**src/rtl/mips_ctrl_pkg.sv**
```systemverilog
// Shared encodings for the multicycle MIPS control path: FSM states, opcode/funct
// values, ALU control codes and the datapath mux select codes.
package mips_ctrl_pkg;

    typedef enum logic [3:0] {
        FETCH, DECODE, MEMADR, MEMRD, MEMWB, MEMWR, REX, RWB,
        IEX, IWB, BRANCH, JUMP, JAL, ILLEGAL
    } state_t;

    localparam logic [5:0] OP_RTYPE = 6'b000000;
    localparam logic [5:0] OP_LW    = 6'b100011;
    localparam logic [5:0] OP_SW    = 6'b101011;
    localparam logic [5:0] OP_BEQ   = 6'b000100;
    localparam logic [5:0] OP_BNE   = 6'b000101;
    localparam logic [5:0] OP_ADDI  = 6'b001000;
    localparam logic [5:0] OP_SLTI  = 6'b001010;
    localparam logic [5:0] OP_J     = 6'b000010;
    localparam logic [5:0] OP_JAL   = 6'b000011;

    localparam logic [5:0] FN_ADD = 6'b100000;
    localparam logic [5:0] FN_SUB = 6'b100010;
    localparam logic [5:0] FN_AND = 6'b100100;
    localparam logic [5:0] FN_OR  = 6'b100101;
    localparam logic [5:0] FN_SLT = 6'b101010;

    // bit2 inverts B, [1:0] picks SLT/SUM/OR/AND
    localparam logic [2:0] ALU_ADD = 3'b001;
    localparam logic [2:0] ALU_SUB = 3'b101;
    localparam logic [2:0] ALU_OR  = 3'b010;
    localparam logic [2:0] ALU_AND = 3'b011;
    localparam logic [2:0] ALU_SLT = 3'b100;

    localparam logic [1:0] REGDST_RT = 2'b00;
    localparam logic [1:0] REGDST_RD = 2'b01;
    localparam logic [1:0] REGDST_RA = 2'b10;

    localparam logic [1:0] WB_ALUOUT = 2'b00;
    localparam logic [1:0] WB_MDR    = 2'b01;
    localparam logic [1:0] WB_PC     = 2'b10;

    localparam logic [1:0] SRCB_B     = 2'b00;
    localparam logic [1:0] SRCB_FOUR  = 2'b01;
    localparam logic [1:0] SRCB_IMM   = 2'b10;
    localparam logic [1:0] SRCB_IMMSH = 2'b11;

    localparam logic [1:0] PCSRC_ALU    = 2'b00;
    localparam logic [1:0] PCSRC_ALUOUT = 2'b01;
    localparam logic [1:0] PCSRC_JUMP   = 2'b10;

endpackage

```
**src/rtl/multicycle_control_if.sv**
```systemverilog
// Control bundle between the multicycle FSM (master) and the datapath (slave):
// IR fields and memory handshake in, mux selects and write strobes out.
interface multicycle_control_if;
    logic [5:0] opcode;
    logic [5:0] funct;
    logic       mem_ready;
    logic       mem_read;
    logic       mem_write;
    logic       i_or_d;
    logic       ir_write;
    logic       pc_write;
    logic       branch_eq;
    logic       branch_ne;
    logic       reg_write;
    logic [1:0] reg_dst;
    logic [1:0] mem_to_reg;
    logic       alu_src_a;
    logic [1:0] alu_src_b;
    logic [1:0] pc_src;
    logic [2:0] alu_control;
    logic       illegal;

    modport master (
        input  opcode, funct, mem_ready,
        output mem_read, mem_write, i_or_d, ir_write, pc_write, branch_eq, branch_ne,
               reg_write, reg_dst, mem_to_reg, alu_src_a, alu_src_b, pc_src,
               alu_control, illegal
    );

    modport slave (
        output opcode, funct, mem_ready,
        input  mem_read, mem_write, i_or_d, ir_write, pc_write, branch_eq, branch_ne,
               reg_write, reg_dst, mem_to_reg, alu_src_a, alu_src_b, pc_src,
               alu_control, illegal
    );
endinterface

```
**src/rtl/alu_decoder.sv**
```systemverilog
// R-type funct field to ALU control; funct_valid flags the supported subset.
module alu_decoder
    import mips_ctrl_pkg::*;
(
    input  logic [5:0] funct,
    output logic [2:0] alu_control,
    output logic       funct_valid
);

    always_comb begin
        // NOTE: every output gets a default before the case, so no path infers a latch.
        alu_control = ALU_ADD;
        funct_valid = 1'b1;
        case (funct)
            FN_ADD:  alu_control = ALU_ADD;
            FN_SUB:  alu_control = ALU_SUB;
            FN_AND:  alu_control = ALU_AND;
            FN_OR:   alu_control = ALU_OR;
            FN_SLT:  alu_control = ALU_SLT;
            default: funct_valid = 1'b0;
        endcase
    end

endmodule

```
**src/rtl/multicycle_control.sv**
```systemverilog
// Main control FSM of the multicycle MIPS: sequences fetch/decode/execute/memory/
// writeback, drives the datapath controls and counts retired instructions.
module multicycle_control
    import mips_ctrl_pkg::*;
#(
    parameter int CNT_W = 32
) (
    input  logic                 clk,
    input  logic                 reset,
    multicycle_control_if.master bus,
    output logic [CNT_W-1:0]     instr_count
);

    state_t     state, next_state;
    logic [2:0] funct_alu;
    logic       funct_valid;
    logic       retire;

    alu_decoder u_alu_decoder (
        .funct       (bus.funct),
        .alu_control (funct_alu),
        .funct_valid (funct_valid)
    );

    // ILLEGAL returns to FETCH without retiring; a stalled FETCH is not a transition
    assign retire = (next_state == FETCH) && (state != FETCH) && (state != ILLEGAL);

    always_ff @(posedge clk) begin
        // NOTE: state registers use non-blocking assignments so all flops update together.
        if (reset) begin
            state       <= FETCH;
            instr_count <= '0;
        end else begin
            state <= next_state;
            if (retire) instr_count <= instr_count + 1'b1;
        end
    end

    always_comb begin
        next_state      = state;
        bus.mem_read    = 1'b0;
        bus.mem_write   = 1'b0;
        bus.i_or_d      = 1'b0;
        bus.ir_write    = 1'b0;
        bus.pc_write    = 1'b0;
        bus.branch_eq   = 1'b0;
        bus.branch_ne   = 1'b0;
        bus.reg_write   = 1'b0;
        bus.reg_dst     = REGDST_RT;
        bus.mem_to_reg  = WB_ALUOUT;
        bus.alu_src_a   = 1'b0;
        bus.alu_src_b   = SRCB_B;
        bus.pc_src      = PCSRC_ALU;
        bus.alu_control = 3'b000;
        bus.illegal     = 1'b0;
        // reset silences every strobe, so an abandoned instruction writes nothing
        if (!reset) begin
            case (state)
                FETCH: begin
                    bus.mem_read    = 1'b1;
                    bus.alu_src_b   = SRCB_FOUR;
                    bus.alu_control = ALU_ADD;
                    if (bus.mem_ready) begin
                        bus.ir_write = 1'b1;
                        bus.pc_write = 1'b1;
                        next_state   = DECODE;
                    end
                end
                DECODE: begin
                    bus.alu_src_b   = SRCB_IMMSH;
                    bus.alu_control = ALU_ADD;
                    case (bus.opcode)
                        OP_LW, OP_SW:     next_state = MEMADR;
                        OP_RTYPE:         next_state = funct_valid ? REX : ILLEGAL;
                        OP_BEQ, OP_BNE:   next_state = BRANCH;
                        OP_ADDI, OP_SLTI: next_state = IEX;
                        OP_J:             next_state = JUMP;
                        OP_JAL:           next_state = JAL;
                        default:          next_state = ILLEGAL;
                    endcase
                end
                MEMADR: begin
                    bus.alu_src_a   = 1'b1;
                    bus.alu_src_b   = SRCB_IMM;
                    bus.alu_control = ALU_ADD;
                    next_state      = (bus.opcode == OP_LW) ? MEMRD : MEMWR;
                end
                MEMRD: begin
                    bus.mem_read = 1'b1;
                    bus.i_or_d   = 1'b1;
                    if (bus.mem_ready) next_state = MEMWB;
                end
                MEMWB: begin
                    bus.reg_write  = 1'b1;
                    bus.reg_dst    = REGDST_RT;
                    bus.mem_to_reg = WB_MDR;
                    next_state     = FETCH;
                end
                MEMWR: begin
                    bus.mem_write = 1'b1;
                    bus.i_or_d    = 1'b1;
                    if (bus.mem_ready) next_state = FETCH;
                end
                REX: begin
                    bus.alu_src_a   = 1'b1;
                    bus.alu_src_b   = SRCB_B;
                    bus.alu_control = funct_alu;
                    next_state      = RWB;
                end
                RWB: begin
                    bus.reg_write = 1'b1;
                    bus.reg_dst   = REGDST_RD;
                    next_state    = FETCH;
                end
                IEX: begin
                    bus.alu_src_a   = 1'b1;
                    bus.alu_src_b   = SRCB_IMM;
                    bus.alu_control = (bus.opcode == OP_SLTI) ? ALU_SLT : ALU_ADD;
                    next_state      = IWB;
                end
                IWB: begin
                    bus.reg_write = 1'b1;
                    next_state    = FETCH;
                end
                BRANCH: begin
                    bus.alu_src_a   = 1'b1;
                    bus.alu_src_b   = SRCB_B;
                    bus.alu_control = ALU_SUB;
                    bus.pc_src      = PCSRC_ALUOUT;
                    bus.branch_eq   = (bus.opcode == OP_BEQ);
                    bus.branch_ne   = (bus.opcode == OP_BNE);
                    next_state      = FETCH;
                end
                JUMP: begin
                    bus.pc_write = 1'b1;
                    bus.pc_src   = PCSRC_JUMP;
                    next_state   = FETCH;
                end
                JAL: begin
                    // PC already holds PC+4 from FETCH, which is the link value
                    bus.pc_write   = 1'b1;
                    bus.pc_src     = PCSRC_JUMP;
                    bus.reg_write  = 1'b1;
                    bus.reg_dst    = REGDST_RA;
                    bus.mem_to_reg = WB_PC;
                    next_state     = FETCH;
                end
                ILLEGAL: begin
                    bus.illegal = 1'b1;
                    next_state  = FETCH;
                end
                default: next_state = FETCH;
            endcase
        end
    end

endmodule

```
**src/flat_wrapper.sv**
```systemverilog
// flat-port wrapper written by rule: the top's interface ports become plain ports
module multicycle_control_flat import mips_ctrl_pkg::*;
#(
    parameter int CNT_W = 32
)
  (clk, reset, instr_count, bus_opcode, bus_funct, bus_mem_ready, bus_mem_read, bus_mem_write, bus_i_or_d, bus_ir_write, bus_pc_write, bus_branch_eq, bus_branch_ne, bus_reg_write, bus_reg_dst, bus_mem_to_reg, bus_alu_src_a, bus_alu_src_b, bus_pc_src, bus_alu_control, bus_illegal);
  multicycle_control_if bus_i ();
  input  logic clk;
  input  logic reset;
  output logic [CNT_W-1:0] instr_count;
  input wire logic [$bits(bus_i.opcode)-1:0] bus_opcode;
  input wire logic [$bits(bus_i.funct)-1:0] bus_funct;
  input wire logic [$bits(bus_i.mem_ready)-1:0] bus_mem_ready;
  output wire logic [$bits(bus_i.mem_read)-1:0] bus_mem_read;
  output wire logic [$bits(bus_i.mem_write)-1:0] bus_mem_write;
  output wire logic [$bits(bus_i.i_or_d)-1:0] bus_i_or_d;
  output wire logic [$bits(bus_i.ir_write)-1:0] bus_ir_write;
  output wire logic [$bits(bus_i.pc_write)-1:0] bus_pc_write;
  output wire logic [$bits(bus_i.branch_eq)-1:0] bus_branch_eq;
  output wire logic [$bits(bus_i.branch_ne)-1:0] bus_branch_ne;
  output wire logic [$bits(bus_i.reg_write)-1:0] bus_reg_write;
  output wire logic [$bits(bus_i.reg_dst)-1:0] bus_reg_dst;
  output wire logic [$bits(bus_i.mem_to_reg)-1:0] bus_mem_to_reg;
  output wire logic [$bits(bus_i.alu_src_a)-1:0] bus_alu_src_a;
  output wire logic [$bits(bus_i.alu_src_b)-1:0] bus_alu_src_b;
  output wire logic [$bits(bus_i.pc_src)-1:0] bus_pc_src;
  output wire logic [$bits(bus_i.alu_control)-1:0] bus_alu_control;
  output wire logic [$bits(bus_i.illegal)-1:0] bus_illegal;
  assign bus_i.opcode = bus_opcode;
  assign bus_i.funct = bus_funct;
  assign bus_i.mem_ready = bus_mem_ready;
  assign bus_mem_read = bus_i.mem_read;
  assign bus_mem_write = bus_i.mem_write;
  assign bus_i_or_d = bus_i.i_or_d;
  assign bus_ir_write = bus_i.ir_write;
  assign bus_pc_write = bus_i.pc_write;
  assign bus_branch_eq = bus_i.branch_eq;
  assign bus_branch_ne = bus_i.branch_ne;
  assign bus_reg_write = bus_i.reg_write;
  assign bus_reg_dst = bus_i.reg_dst;
  assign bus_mem_to_reg = bus_i.mem_to_reg;
  assign bus_alu_src_a = bus_i.alu_src_a;
  assign bus_alu_src_b = bus_i.alu_src_b;
  assign bus_pc_src = bus_i.pc_src;
  assign bus_alu_control = bus_i.alu_control;
  assign bus_illegal = bus_i.illegal;
  multicycle_control #(.CNT_W(CNT_W)) u_core (.clk(clk), .reset(reset), .bus(bus_i), .instr_count(instr_count));
endmodule
```
**config.mk**
```make
export PLATFORM = sky130hd
export DESIGN_NAME = multicycle_control_flat
export DESIGN_NICKNAME = d
export VERILOG_FILES = /design/src/rtl/mips_ctrl_pkg.sv /design/src/rtl/multicycle_control_if.sv /design/src/rtl/alu_decoder.sv /design/src/rtl/multicycle_control.sv /design/src/flat_wrapper.sv
export SDC_FILE = /design/constraint.sdc
export NUM_CORES = 1
export LEC_CHECK = 0
export CORE_MARGIN = 2
export CORE_UTILIZATION = 52
export DETAILED_ROUTE_END_ITERATION = 8
export GPL_ROUTABILITY_DRIVEN = 0
export PLACE_DENSITY_LB_ADDON = 0.05
export SLEW_MARGIN = 40
export SYNTH_ARGS = -nofsm -noshare
export SYNTH_HDL_FRONTEND = slang
export SYNTH_SLANG_ARGS = --single-unit
```
**constraint.sdc**
```tcl
create_clock -name clk -period 8.6 [get_ports clk]
set_clock_uncertainty 0.2 [all_clocks]
set_input_delay 2.58 -clock clk [delete_from_list [all_inputs] [get_ports clk]]
set_output_delay 2.58 -clock clk [all_outputs]
set_load 0.03 [all_outputs]
```
**Word-level counts from Yosys, hierarchy flattened**

Index checks and enable logic that the tools add are counted.

- Input port bits: 15
- Register bits: 36
- Output and inout bits: 53

- $add $sub $neg: 1
- Equality and inequality tests: 27
- Reductions and logical operators: 17
- Multiplexer cells: 42

Operator list:

| cell | count |
|---|---|
| $eq A6 B6 Y1 const B | 7 |
| $add A32 B1 Y32 const B | 1 |
| $pmux W4 S7 | 1 |
| $eq A4 B4 Y1 const B | 6 |
| $pmux W3 S4 | 2 |
| $pmux W4 S6 | 1 |
| $mux W1 | 21 |
| $mux W4 | 5 |
| $eq A4 B3 Y1 const B | 4 |
| $reduce_or A2 Y1 | 7 |
| $eq A6 B2 Y1 const B | 2 |
| $eq A6 B3 Y1 const B | 2 |
| $eq A6 B4 Y1 const B | 2 |
| $pmux W2 S2 | 3 |
| $mux W3 | 3 |
| $eq A4 B2 Y1 const B | 2 |
| $logic_not A4 Y1 | 2 |
| $mux W2 | 4 |
| $reduce_or A4 Y1 | 2 |
| $logic_not A6 Y1 | 1 |
| $pmux W2 S3 | 1 |
| $reduce_or A5 Y1 | 1 |
| $eq A4 B1 Y1 const B | 1 |
| $ne A4 B4 Y1 const B | 1 |
| other kinds (4) | 5 |

**Logic depth before layout (Yosys ltp)**

Gate-level depths: netlist of run 1.

- Depth in word-level cells: 10
- Gate-level depth with buffers: 10

**Cells and area by module**

A second synthesis of run 1 with hierarchy kept.

- Cells, all modules: 322
- Area total of the unflattened synthesis: 2,426.1 µm²

Modules (own cells, without submodules):

| module | sequential area each (µm²) | instances | area an instance (µm²) | cells each |
|---|---|---|---|---|
| multicycle_control | 720.7 | 1 | 2,327.2 | 313 |
| alu_decoder | 0.0 | 1 | 98.8 | 9 |

**Worst setup path after synthesis of run 1**

No wires, ideal clock.

- Path type: input -> output
- Start point: input port reset
- End point: output port bus_reg_dst[1]
- Cell stages on the path: 4
- Path buffers: 3
- Data required time: 5.820 ns
- Arrival: 4.294 ns
- Path slack: 1.526 ns
- Cell sequence: clkbuf_1 clkbuf_1 nor4_1 buf_4

- Word-level cells in the longest chain between the ends: 1

Ends and longest elaborated chain:

| element | RTL line | text |
|---|---|---|
| from (decl) | flat_wrapper.sv:9 | `input logic reset;` |
| $mux W2 | multicycle_control.sv:57 | `if (!reset) begin` |
| to (decl) | flat_wrapper.sv:22 | `output wire logic [$bits(bus_i.reg_dst)-1:0] bus_reg_dst;` |

No other way between the ends.

**Worst setup path after layout of run 1**

- Start point: input port bus_opcode[2]
- End point: output port bus_alu_control[0]

- Word-level cells in the longest chain between the ends: 4

Ends and longest elaborated chain:

| element | RTL line | text |
|---|---|---|
| from (decl) | flat_wrapper.sv:11 | `input wire logic [$bits(bus_i.opcode)-1:0] bus_opcode;` |
| $eq A6 B4 Y1 | multicycle_control.sv:118 | `bus.alu_control = (bus.opcode == OP_SLTI) ? ALU_SLT : ALU_ADD;` |
| $mux W3 | multicycle_control.sv:118 |  |
| $pmux W3 S4 | multicycle_control.sv:58 | `case (state)` |
| $mux W3 | multicycle_control.sv:57 |  |
| to (decl) | flat_wrapper.sv:27 | `output wire logic [$bits(bus_i.alu_control)-1:0] bus_alu_control;` |

No other way between the ends.

==> metrics.csv, run 1 <==
stage;metric;value;unit
yosys;yosysSeqAreaShare;0.292;
hold_path;hp-class;flop to flop;
yosys;async_flop_share;0;
cts;path_clk_slew;80;ps
cts;holdBufCountCts;0;
cts;cts_tree;yes;
sta;rsz0062_at_grt;no;
layout;final_common_cell;clkdlybuf4s50_1;
yosys;synth_ff_type;dfxtp_1;
worst_setup_path;crit_required;5820;ps
route;vias_per_cell;6.07;
pwr;ir_worst_vdd;138;uV
cts;cts_resized;0;
sta;setup_viol;0;
hold_path;min_from;u_core.instr_count[31];
layout;final_cell_mix;clkdlybuf4s50_1, dfxtp_1, a21oi_1;
yosys;avgSynthCellArea;7.59;um2
sta;period_share;0.880;
die;rows;25;
yosys;netlist_instances;325;
yosys;synth_edf_count;0;
cts;cts_sinks;36;
hold_path;hold-path-endpoint;u_core.instr_count[31];
layout;syn_to_final_growth;30.8;%
layout;fin_area;0.00323;mm2
cts;cts-buffers-inserted;5;
layout;num-fill-cells;407;
yosys;synth_seq_cells;36;
layout;antenna_cells;0;
die;die_y;72.9;um
worst_setup_path;worstSetupPathType;primary input to output port;
route;dr.pass1.iters;5;
route;wire_per_inst;14.5;um
yosys;synth_warnings;0;
worst_setup_path;cp_max_fo;10;
route;routed_wirelength;6.27;mm
worst_setup_path;rrSetupSlack;5400;ps
global_route;antenna_found_initial;0;
die;initial_utilization;0.529;
placed_design;hpwlAfterDp;4.46;mm
layout;layout-drive-gt1-share;0.0475;
sta;final-hold-violation-count;0;
global_route;first_global_vias;2328;
yosys;netlist_area;0.00247;mm2
die;fp.dieArea;0.00531;mm2
route;drc_errors;0;
die;dieWidth;72.9;um
global_route;grt_start_max_net_pins;28;
die;ios;68;
worst_setup_path;worst_ep_arrival_time;4790;ps
layout;fin_nets;394;
route;drt_iter0_markers;174;
global_route;grtUsageTotal;0.246;
global_route;grt_pass1_wl;10.5;mm
route;drtAntennaViolNets;0;
worst_setup_path;cp-end-kind;output port;
layout;seqCellArea;721;um2
cts;htreeDepth;2;
die;core_area;0.00466;mm2
layout;multi_input_area;0.00162;mm2
sta;drv_slew;0;
pwr;p_leak;1.05;nW
sta;max_slew_margin;0.494;
cts;cts_setup_buffers;0;
cts;insertion_delay;290;ps
placed_design;portBuffers;67;
worst_setup_path;startpoint_type;primary input;
yosys;synth.net_count;341;
worst_setup_path;worstRegToRegCells;7;
sta;finalCriticalPeriod;7570;ps
pwr;p_per_area;157;mW/mm2
cts;clockRootBuffer;clkbuf_8;
sta;worst_slew_pin_slew;758;ps
run_status;status;finished, final reports clean;
route;via_count;2630;
worst_setup_path;r2r_end;u_core.instr_count[23];
cts;cts_buffer_depth;2;
global_route;overflow;0;
sta;fmax;0.132;GHz
worst_setup_path;reg2reg_from;u_core.state[1];
sta;tns;0;ps
yosys;ys_types;56;
placed_design;place_area;0.00312;mm2
run;maxCapViolations;0;
hold_path;holdPathStages;2;
==> stage by stage <==
| step | instances | hold slack [ps] | setup WS, ps | power, mW | utilization |
|---|---|---|---|---|---|
| after floorplan | 325 | 388 | 1530 | 0.313 | - |
| after global placement | 425 | 264 | 1080 | 0.358 | 0.669 |
| after detailed placement | 425 | 274 | 1060 | 0.362 | 0.669 |
| after CTS | 433 | 285 | 1060 | 0.509 | 0.692 |
| after global routing | 433 | 323 | 863 | 0.532 | 0.692 |
| final | 433 | 287 | 1030 | 0.508 | 0.692 |
==> registers in the layout, summed over array words and instances (netlist names) <==
| register | flops |
|---|---|
| u_core.instr_count | 32 |
| u_core.state | 4 |
==> worst max-delay path, stage by stage <==
cell and delay [ps]:
clkdlybuf4s50_1 560, nor4_1 490, a31oi_1 150, a21oi_1 150, o32ai_1 90, nor2b_1 160
clkdlybuf4s50_1 590
==> how the worst max path moves through the flow <==
stage / slack, ps / end / cells past startpoint / start
after floorplan: 1530 / bus_reg_dst[1] / 4 / reset
after global placement: 1080 / bus_alu_control[0] / 7 / bus_opcode[2]
after detailed placement: 1060 / bus_alu_control[0] / 7 / bus_opcode[2]
after CTS: 1060 / bus_alu_control[0] / 7 / bus_opcode[2]
after global routing: 860 / bus_alu_control[0] / 7 / bus_opcode[0]
final: 1030 / bus_alu_control[0] / 7 / bus_opcode[2]
==> cell usage after synthesis (all sizes together) (3+ instances only) <==
cell type | number | share of area
a21o | 3 | 0.0091
a21oi | 30 | 0.061
and3 | 6 | 0.015
and4 | 4 | 0.014
buf | 5 | 0.013
clkbuf | 18 | 0.028
dfxtp | 36 | 0.29
inv | 7 | 0.011
mux2i | 6 | 0.024
nand2 | 19 | 0.029
nand2b | 10 | 0.025
nand3 | 12 | 0.024
nand4 | 13 | 0.033
nor2 | 26 | 0.041
nor2b | 6 | 0.015
nor3 | 13 | 0.026
nor4 | 7 | 0.018
nor4b | 4 | 0.014
o211ai | 3 | 0.0091
o21ai | 21 | 0.044
o21ba | 3 | 0.012
o31ai | 10 | 0.030
or3 | 16 | 0.041
or4 | 13 | 0.041
==> metal layers <==
layer,GRT usage,part of all wire,vias to the layer above
met5,0,0,-
met4,0.0844,0.015,0
met3,0.0552,0.047,7
met2,0.389,0.45,61
met1,0.332,0.49,1232
li1,-,-,1330
==> power breakdown <==
| part | switching [mW] | leakage, nW | internal (mW) |
|---|---|---|---|
| Clock | 0.0618 | 0.0552 | 0.0860 |
| Combinational | 0.0921 | 0.708 | 0.0674 |
| Sequential | 0.0276 | 0.290 | 0.173 |
| Total | 0.182 | 1.05 | 0.326 |
==> layout make-up <==
class / count / share of cell area
flip-flops and latches: 36 / 0.223
multi-input cells: 259 / 0.502
clock inverters: 2 / 0.0109
well taps: 54 / 0.0209
clock buffers: 6 / 0.0225
inverters: 7 / 0.00815
repair buffers: 69 / 0.213
==> logic make-up after synthesis <==
group	count (synthesis)	share of synthesized area
xor+xnor	4	0.0142
fa+ha+maj	1	0.00507
simple gates	160	0.373
mux	8	0.0335
buf+inv	30	0.0517
compound gates	86	0.230
flops	36	0.292
(Power assumes the default switching activity.)
==> inputs of run 2 (changes only) <==
--- a/config.mk
+++ b/config.mk
@@ -5,6 +5,7 @@
 export SDC_FILE = /design/constraint.sdc
 export NUM_CORES = 1
 export LEC_CHECK = 0
+export ABC_AREA = 0
 export CORE_MARGIN = 2
 export CORE_UTILIZATION = 52
 export DETAILED_ROUTE_END_ITERATION = 8
==> results of run 2 <==
The final DEF is identical to that of run 1; final timing and power are the same.
==> inputs of run 3 (changes only) <==
--- a/config.mk
+++ b/config.mk
@@ -7,7 +7,8 @@
 export LEC_CHECK = 0
 export ABC_AREA = 0
 export CORE_MARGIN = 2
-export CORE_UTILIZATION = 52
+export CORE_UTILIZATION = 49
+export CTS_CLUSTER_DIAMETER = 200
 export DETAILED_ROUTE_END_ITERATION = 8
 export GPL_ROUTABILITY_DRIVEN = 0
 export PLACE_DENSITY_LB_ADDON = 0.05
==> constraint.sdc (replaced) <==
create_clock -name clk -period 7.8 [get_ports clk]
set_clock_uncertainty 0.2 [all_clocks]
set_input_delay 2.34 -clock clk [delete_from_list [all_inputs] [get_ports clk]]
set_output_delay 2.34 -clock clk [all_outputs]
set_load 0.03 [all_outputs]
==> metrics.csv, run 3 (synthesis gave the netlist of run 1 again) <==
stage;metric;value;unit;change
layout;stdcell_count;445;;was 433
worst_setup_path;worstRegToRegCells;7;;unchanged
global_route;grt_start_max_net_pins;33;;was 28
cts;cts_resized;0;;unchanged
layout;layout-drive-gt1-share;0.0450;;was 0.0475
cts;path_clk_slew;70;ps;was 80 ps
sta;fmax;0.140;GHz;
worst_setup_path;worst_ep_arrival_time;4610;ps;was 4790 ps
cts;cts-buffers-inserted;5;;unchanged
placed_design;hpwlAfterDp;4.51;mm;was 4.46 mm
die;core_area;0.00479;mm2;was 0.00466 mm2
layout;syn_to_final_growth;30.2;%;was 30.8%
sta;max_slew_margin;0.474;;was 0.494
pwr;p_comb_frac;0.336;;was 0.314
cts;cts_setup_buffers;0;;unchanged
pwr;ir_worst_vdd;134;uV;was 138 uV
pwr;p_total;522;uW;was 508 uW
die;dieWidth;74.9;um;was 72.9 um
pwr;p_per_area;162;mW/mm2;was 157 mW/mm2
sta;tns;0;ps;unchanged
cts;cts_sinks;36;;unchanged
worst_setup_path;worst-path-stages;7;;unchanged
route;via_count;2644;;was 2630
global_route;grt_pass1_wl;10.3;mm;was 10.5 mm
die;die_y;74.9;um;was 72.9 um
route;drc_errors;0;;unchanged
die;initial_utilization;0.515;;was 0.529
sta;rsz0062_at_grt;no;;unchanged
pwr;power.internal;326;uW;about the same
worst_setup_path;worst-path-buf-inv;2;;unchanged
worst_setup_path;crit_family;buffers and inverters;;unchanged
layout;largest_reg_flops;32;;unchanged
layout;reg_top3;u_core.instr_count x32, u_core.state x4;;unchanged
pwr;p_sw_frac;0.376;;was 0.358
worst_setup_path;crit_required;5260;ps;was 5820 ps
layout;final_common_cell;clkdlybuf4s50_1;;unchanged
worst_setup_path;cp-end-kind;output port;;unchanged
layout;fin_nets;394;;unchanged
pwr;seq_power_share;0.424;;was 0.395
pwr;p_leak;1.04;nW;was 1.05 nW
pwr;pwr-share-clk;0.241;;was 0.291
worst_setup_path;cpMaxStageDelayCell;clkdlybuf4s50_1;;unchanged
sta;drv_slew;0;;unchanged
run_status;status;finished, final reports clean;;unchanged
worst_setup_path;critPathCapture;bus_alu_control[0];;unchanged
worst_setup_path;cp_cell_sequence;clkdlybuf4s50_1 > nor4_1 > a31oi_1 > a21oi_1 > o32ai_1 > nor2b_1 > clkdlybuf4s50_1;;unchanged
route;drt_iter0_markers;190;;was 174
sta;finalCriticalPeriod;7150;ps;
worst_setup_path;cp_max_fo;10;;unchanged
sta;setup_viol;0;;unchanged
route;drtAntennaViolNets;0;;unchanged
die;rows;25;;unchanged
sta;worst_slew_pin_slew;787;ps;was 758 ps
worst_setup_path;critPathMostFrequentCell;clkdlybuf4s50_1;;unchanged
placed_design;placed_cells;438;;was 425
route;dr.pass1.iters;5;;unchanged
worst_setup_path;reg2reg_from;u_core.state[1];;unchanged
cts;cts_tree;yes;;unchanged
cts;holdBufCountCts;0;;unchanged
sta;period_share;0.916;;
global_route;grtUsageTotal;0.230;;was 0.246
cts;cts_buffer_depth;2;;unchanged
layout;final_cell_mix;clkdlybuf4s50_1, dfxtp_1, a21oi_1;;unchanged
route;vias_per_cell;5.94;;was 6.07
worst_setup_path;rrSetupSlack;4590;ps;was 5400 ps
worst_setup_path;r2r_end;u_core.instr_count[21];;was u_core.instr_count[23]
worst_setup_path;startpoint;bus_opcode[2];;unchanged
hold_path;holdPathStages;2;;unchanged
hold_path;hp-class;flop to flop;;unchanged
die;fp.dieArea;0.00562;mm2;was 0.00531 mm2
route;wire_per_inst;14.1;um;was 14.5 um
run;maxCapViolations;0;;unchanged
worst_setup_path;startpoint_type;primary input;;unchanged
layout;final_util;0.671;;was 0.692
global_route;antenna_found_initial;0;;unchanged
sta;final-hold-violation-count;0;;unchanged
cts;insertion_delay;290;ps;about the same
global_route;overflow;0;;unchanged
global_route;first_global_vias;2267;;was 2328
cts;clockRootBuffer;clkbuf_8;;unchanged
layout;antenna_cells;0;;unchanged
layout;largest_register;u_core.instr_count;;unchanged
pwr;p_switching;196;uW;was 182 uW
placed_design;portBuffers;67;;unchanged
route;routed_wirelength;6.29;mm;was 6.27 mm
worst_setup_path;slowest_delay;600;ps;was 590 ps
die;ios;68;;unchanged
cts;htreeDepth;2;;unchanged
worst_setup_path;worstSetupPathType;primary input to output port;;unchanged
## run 3: cell types whose count changed in the layout (fill, tap and decap cells not counted), sizes merged
cell / before / now
bufinv: 1 / 0
## run 3: worst min-delay path by stage
stage / from / end / slack (ps)
6_report: u_core.instr_count[31] / u_core.instr_count[31] / 280
5_1_grt: u_core.instr_count[31] / u_core.instr_count[31] / 300
4_1_cts: u_core.instr_count[31] / u_core.instr_count[31] / 280
3_5_place_dp: u_core.instr_count[31] / u_core.instr_count[31] / 270
3_3_place_gp: u_core.instr_count[5] / u_core.instr_count[5] / 270
2_1_floorplan: u_core.instr_count[5] / u_core.instr_count[5] / 390
## run 3: cell type report
class,count,area [um2]
multi-input cells,259,1620
fillers,429,1570
flip-flops and latches,36,721
repair buffers,69,686
well taps,67,83.8
clock buffers,6,72.6
inverters,7,26.3
clock inverters,1,5.00
## run 3: per-layer routing
layer,share of wire,GRT usage,routed length (um)
met2,0.44,0.363,2770
met3,0.052,0.0321,324
met1,0.50,0.330,3130
met4,0.0095,0.0595,60
met5,0,0,0
## run 3: worst min-delay path, delay by kind of cell, from the launching register on
family          cells  cell delay [ps]
compound gates      2              120
flops               1              320
## run 3: stage by stage
step,hold WS [ps],instance area [um2],worst slack [ps]
final,283,3210,653
after detailed placement,274,3130,675
after CTS,284,3210,674
after floorplan,388,2470,1210
after global routing,302,3210,490
after global placement,266,3130,712
## run 3: power by group through the flow
stage	sequential [mW]	combinational (mW)	clock, mW
3_3_place_gp	0.224	0.172	0
2_1_floorplan	0.207	0.139	0
4_1_cts	0.220	0.175	0.127
3_5_place_dp	0.224	0.175	0
5_1_grt	0.224	0.190	0.134
6_report	0.221	0.175	0.126
==> edit 1: new RTL, settings of run 1 <==
`CNT_W` is set to 32 in 2 places; all go to 64.
--- a/src/rtl/multicycle_control.sv
+++ b/src/rtl/multicycle_control.sv
@@ -3,7 +3,7 @@
 module multicycle_control
     import mips_ctrl_pkg::*;
 #(
-    parameter int CNT_W = 32
+    parameter int CNT_W = 64
 ) (
     input  logic                 clk,
     input  logic                 reset,
--- a/src/flat_wrapper.sv
+++ b/src/flat_wrapper.sv
@@ -1,7 +1,7 @@
 // flat-port wrapper written by rule: the top's interface ports become plain ports
 module multicycle_control_flat import mips_ctrl_pkg::*;
 #(
-    parameter int CNT_W = 32
+    parameter int CNT_W = 64
 )
   (clk, reset, instr_count, bus_opcode, bus_funct, bus_mem_ready, bus_mem_read, bus_mem_write, bus_i_or_d, bus_ir_write, bus_pc_write, bus_branch_eq, bus_branch_ne, bus_reg_write, bus_reg_dst, bus_mem_to_reg, bus_alu_src_a, bus_alu_src_b, bus_pc_src, bus_alu_control, bus_illegal);
   multicycle_control_if bus_i ();
Ports: changed (resized instr_count); port bits go from 68 to 100. The function was not compared with the original's and may differ.
==> edit 1 against run 1 <==
Hold slack improved by 0.018 ns; count of clock-buffer cells in the layout rose by 5; power rose by 100%; cell count rose by 86%; register-to-register slack got worse by 0.71 ns; fmax fell by 0.62%; critical path depth fell by 2; synthesized area rose by 110%; critical path type unchanged; worst setup slack got worse by 0.047 ns; cell area rose by 94%; largest cell class unchanged; routed wire length rose by 98%; global-route usage fell by 0.72 points; sequential cell count rose by 32.
==> edit 1: results (changes against run 1) <==
| Metric | Value |
|---|---|
| Compound-Gate Fraction of Synth Area | `6.08% (-17 points)` |
| Met1 routing resource usage after global routing | `31.8% (-1.4 points)` |
| Pin count of the biggest net entering global routing | `73 (+160%)` |
| Sum of net half-perimeters after detailed placement | `8350 um (+87%)` |
| # fillers | `835 (+110%)` |
| Via density | `5.85 (-3.7%)` |
| H-tree Lvls | `3 (+1)` |
| Final net count | `685 (+74%)` |
| Worst setup slack for register-to-register paths | `4.69 ns (-0.71 ns)` |
| M2 GR Usage | `40.1% (+1.2 points)` |
| R2r startpoint | `u_core.state[0]` |
| Reported leakage power | `2.21 nW (+110%)` |
| Critical path data arrival time | `4.83 ns (+0.04 ns)` |
| Cell types with the highest counts after synthesis | `sky130_fd_sc_hd__nor2_1, sky130_fd_sc_hd__dfxtp_1, sky130_fd_sc_hd__nor2b_1` |
| Overall global routing resource usage | `23.9% (-0.72 points)` |
| Regs by FF count | `u_core.instr_count x64, u_core.state x4` |
| Status | `finished, final reports clean` |
| Drt first pass iters | `4 (-1)` |
| Number of buffer cells added on primary ports | `99 (+48%)` |
| Wirelength per Cell | `15.4 um (+6.2%)` |
| Number of distinct standard cells referenced by the synthesized netlist | `52 (-7.1%)` |
| Share of final-layout standard cells stronger than drive strength 1 | `13.8% (+9.0 points)` |
| CTS buffer count | `9 (+4)` |
| Highest net fanout along the worst path | `11 (+1)` |
| Top area cells in the synthesized netlist | `sky130_fd_sc_hd__dfxtp_1, sky130_fd_sc_hd__nor4_2, sky130_fd_sc_hd__mux2_1` |
| Violation count after the first detailed-route iteration | `186 (+6.9%)` |
| Worst hold slack | `0.305 ns (+0.0184 ns)` |
| Number of global-route vias before repair | `4259 (+83%)` |
| Clock latency at the later pin of the worst-skew pair | `0.35 ns (+0.06 ns)` |
| Sequential fraction of the synthesis area | `26.8% (-2.4 points)` |
| Met2 layer wire length in the routed design | `6060 um (+120%)` |
| Slew at the pin closest to its max-slew limit | `0.773 ns (+0.0151 ns)` |
| Min-Delay Path Depth | `1 (-1)` |
| Met3 Usage GRT | `4.41% (-1.1 points)` |
## edit 1: through the flow
stage | instance area, um2 | power, mW | std cells | setup slack [ns]
6_report | 6250 | 1.02 | 807 | 0.987
5_1_grt | 6250 | 1.07 | 807 | 0.761
4_1_cts | 6250 | 1.02 | 807 | 0.990
3_5_place_dp | 6050 | 0.752 | 791 | 1.00
3_3_place_gp | 6040 | 0.745 | 791 | 1.03
2_1_floorplan | 5080 | 0.681 | 602 | 1.09
## edit 1: cell families (layout without fill, tap and decap cells)
logic type	count (synthesis)	count (layout)
flip-flops	68	68
adder cells (fa/ha/maj)	1	1
XOR/XNOR	2	2
multiplexers	64	64
buffers and inverters	53	125
AND/OR/NAND/NOR	373	373
AO/OA/AOI/OAI	41	41
## edit 1: worst max-delay path, stage by stage
cell                              delay [ns]
sky130_fd_sc_hd__clkdlybuf4s50_1        0.68
sky130_fd_sc_hd__or4b_4                 0.53
sky130_fd_sc_hd__nor2_1                 0.19
sky130_fd_sc_hd__and3_1                 0.18
sky130_fd_sc_hd__clkdlybuf4s50_1        0.67
## edit 1: worst paths after layout
| check | to |
|---|---|
| worst max-delay path | bus_branch_ne |
| worst min register to register | u_core.instr_count[6] |
| worst max register to register | u_core.instr_count[24] |
| worst min-delay path | u_core.instr_count[6] |
## edit 1: cell type report
cell class | instances | area (um2) | share of cell area [%]
clock inverter | 5 | 61.3 | 0.980
inverter | 4 | 20.0 | 0.320
timing repair buffer | 105 | 1030 | 16.5
tap | 133 | 166 | 2.66
multi-input combinational | 481 | 3470 | 55.5
sequential | 68 | 1360 | 21.8
clock buffer | 11 | 141 | 2.26
## edit 1: report_power, final
group | total (mW) | switching (mW) | internal [mW]
registers | 0.359 | 0.0351 | 0.324
logic | 0.385 | 0.277 | 0.108
clock network | 0.274 | 0.131 | 0.142
==> edit 2: new RTL, config.mk and constraints of run 1 <==
Made on the original files. Put one more register stage on the output `instr_count`, with the module's reset. The value now appears one clock later. The other outputs are not delayed to match.
--- a/src/rtl/multicycle_control.sv
+++ b/src/rtl/multicycle_control.sv
@@ -10,6 +10,8 @@
     multicycle_control_if.master bus,
     output logic [CNT_W-1:0]     instr_count
 );
+
+    logic [CNT_W-1:0] instr_count_s0;
 
     state_t     state, next_state;
     logic [2:0] funct_alu;
@@ -29,10 +31,10 @@
         // NOTE: state registers use non-blocking assignments so all flops update together.
         if (reset) begin
             state       <= FETCH;
-            instr_count <= '0;
+            instr_count_s0 <= '0;
         end else begin
             state <= next_state;
-            if (retire) instr_count <= instr_count + 1'b1;
+            if (retire) instr_count_s0 <= instr_count_s0 + 1'b1;
         end
     end
 
@@ -154,5 +156,13 @@
         end
     end
 
+    always_ff @(posedge clk) begin
+        if (reset) begin
+            instr_count <= '0;
+        end else begin
+            instr_count <= instr_count_s0;
+        end
+    end
+
 endmodule
 
Formal check against the unedited RTL: not equivalent (Yosys sat finds a counterexample within 4 cycles, from zero or initial values and one cycle with reset high).
==> edit 2 against run 1 <==
Sequential cell count increased by 32; hold slack got worse by 0.011 ns; fmax about the same; critical endpoint unchanged; power increased by 45%; largest power group unchanged; worst setup slack improved by 0.0070 ns; via count increased by 15%; count of clock-buffer cells in the layout increased by 4; synthesized area increased by 36%; routed wire length increased by 16%; cell area increased by 29%.
==> edit 2: results (changes against run 1) <==
| Metric | Value |
|---|---|
| Sequential fraction of the synthesis area | `40.7% (+12 points)` |
| Final net count | `466 (+18%)` |
| Number of global-route vias before repair | `2839 (+22%)` |
| Top area cells in the synthesized netlist | `sky130_fd_sc_hd__dfxtp_1, sky130_fd_sc_hd__nor2b_1, sky130_fd_sc_hd__a21oi_1` |
| Critical path data arrival time | `4.78 ns (about the same)` |
| Synth warn | `0 (unchanged)` |
| Post-CTS Setup Bufs | `0 (unchanged)` |
| Reported leakage power | `1.42 nW (+35%)` |
| Cell types with the highest counts after synthesis | `sky130_fd_sc_hd__dfxtp_1, sky130_fd_sc_hd__nor2b_1, sky130_fd_sc_hd__nor2_1` |
| Sum of net half-perimeters after detailed placement | `5170 um (+16%)` |
| Violation count after the first detailed-route iteration | `151 (-13%)` |
| Maximum cell stage delay along the critical path | `0.60 ns` |
| H-tree Lvls | `3 (+1)` |
| Inserted Diodes | `0 (unchanged)` |
| CTS buffer count | `9 (+4)` |
| Clock latency at the later pin of the worst-skew pair | `0.33 ns (+0.04 ns)` |
| Destination of the worst register-to-register timing path | `u_core.instr_count_s0[17]` |
| Capture endpoint of the worst hold path | `u_core.instr_count[31]` |
| Post-Synthesis Net Count | `415 (+22%)` |
| Via count | `3014 (+15%)` |
| Min-Delay Path Depth | `1 (-1)` |
| Status | `finished, final reports clean` |
| CTS clock-pin slew for the worst setup and hold paths | `0.07 ns` |
| Launch point of the worst hold path | `u_core.instr_count_s0[31]` |
| Share of final-layout standard cells stronger than drive strength 1 | `7.47% (+2.7 points)` |
| Post-synth EDFFs | `0 (unchanged)` |
| Number of buffers added to fix hold violations after cts | `0 (unchanged)` |
| Slew at the pin closest to its max-slew limit | `0.742 ns (-0.0163 ns)` |
| Overall global routing resource usage | `21.7% (-2.9 points)` |
| Number of buffer cells added on primary ports | `67 (unchanged)` |
| Number of gates given a new drive strength after cts | `0 (unchanged)` |
| Worst setup path startpoint | `bus_opcode[2]` |
| R2r startpoint | `u_core.state[0]` |
| Global-route wire length before repair | `12800 um (+21%)` |
| Final wirelength | `7270 um (+16%)` |
| Slew Limit Fails | `0 (unchanged)` |
| Number of distinct standard cells referenced by the synthesized netlist | `58 (+3.6%)` |
| Drt first pass iters | `4 (-1)` |
| Maximum resistive drop on vdd | `0.130 mV (-5.8%)` |
| Share of synthesized registers carrying an async set or reset | `0% (unchanged)` |
| Regs by FF count | `u_core.instr_count x32, u_core.instr_count_s0 x32, u_core.state x4` |
| Cell family with most CP delay | `buffers and inverters` |
| Pin count of the biggest net entering global routing | `56 (+100%)` |
| Worst setup slack for register-to-register paths | `5.00 ns (-0.40 ns)` |
## edit 2: where the power goes
| group | internal, mW | total [mW] | switching (mW) |
|---|---|---|---|
| Clock | 0.134 | 0.252 | 0.118 |
| Sequential | 0.321 | 0.341 | 0.0205 |
| Combinational | 0.0559 | 0.144 | 0.0882 |
| Total | 0.511 | 0.737 | 0.227 |
## edit 2: layout make-up
class | instances | area, um2
Timing Repair Buffer | 68 | 673
Multi-Input combinational cell | 296 | 1830
Sequential cell | 68 | 1360
Clock buffer | 10 | 128
Tap cell | 77 | 96.3
Fill cell | 555 | 2100
Clock inverter | 6 | 63.8
Inverter | 7 | 26.3
## edit 2: metal layers
layer | vias up | global-route usage (%) | share of wire [%]
met5 | - | 0 | 0
met4 | 0 | 7.77 | 1.5
li1 | 1540 | - | -
met3 | 9 | 5.31 | 4.4
met1 | 1399 | 27.2 | 44
met2 | 66 | 36.4 | 50
## edit 2: kinds of logic (layout without fill, tap and decap cells)
| group | count (synthesis) | in the layout | share of synthesized area [%] |
|---|---|---|---|
| compound gates | 85 | 85 | 16.4 |
| xor+xnor | 5 | 5 | 1.31 |
| fa+ha+maj | 1 | 1 | 0.374 |
| buf+inv | 35 | 91 | 4.72 |
| flops | 68 | 68 | 40.7 |
| mux | 9 | 9 | 3.03 |
| simple gates | 196 | 196 | 33.4 |
## edit 2: per-stage QoR
step / utilization [%] / instance area, um2 / setup WS [ns] / hold slack, ns / std cells
final: 66.5 / 4170 / 1.04 / 0.276 / 532
after global routing: 66.5 / 4170 / 0.797 / 0.300 / 532
after CTS: 66.5 / 4170 / 1.04 / 0.276 / 532
after detailed placement: 63.4 / 3980 / 1.05 / 0.265 / 516
after global placement: 63.4 / 3980 / 1.08 / 0.261 / 516
after floorplan: - / 3340 / 1.27 / 0.244 / 399
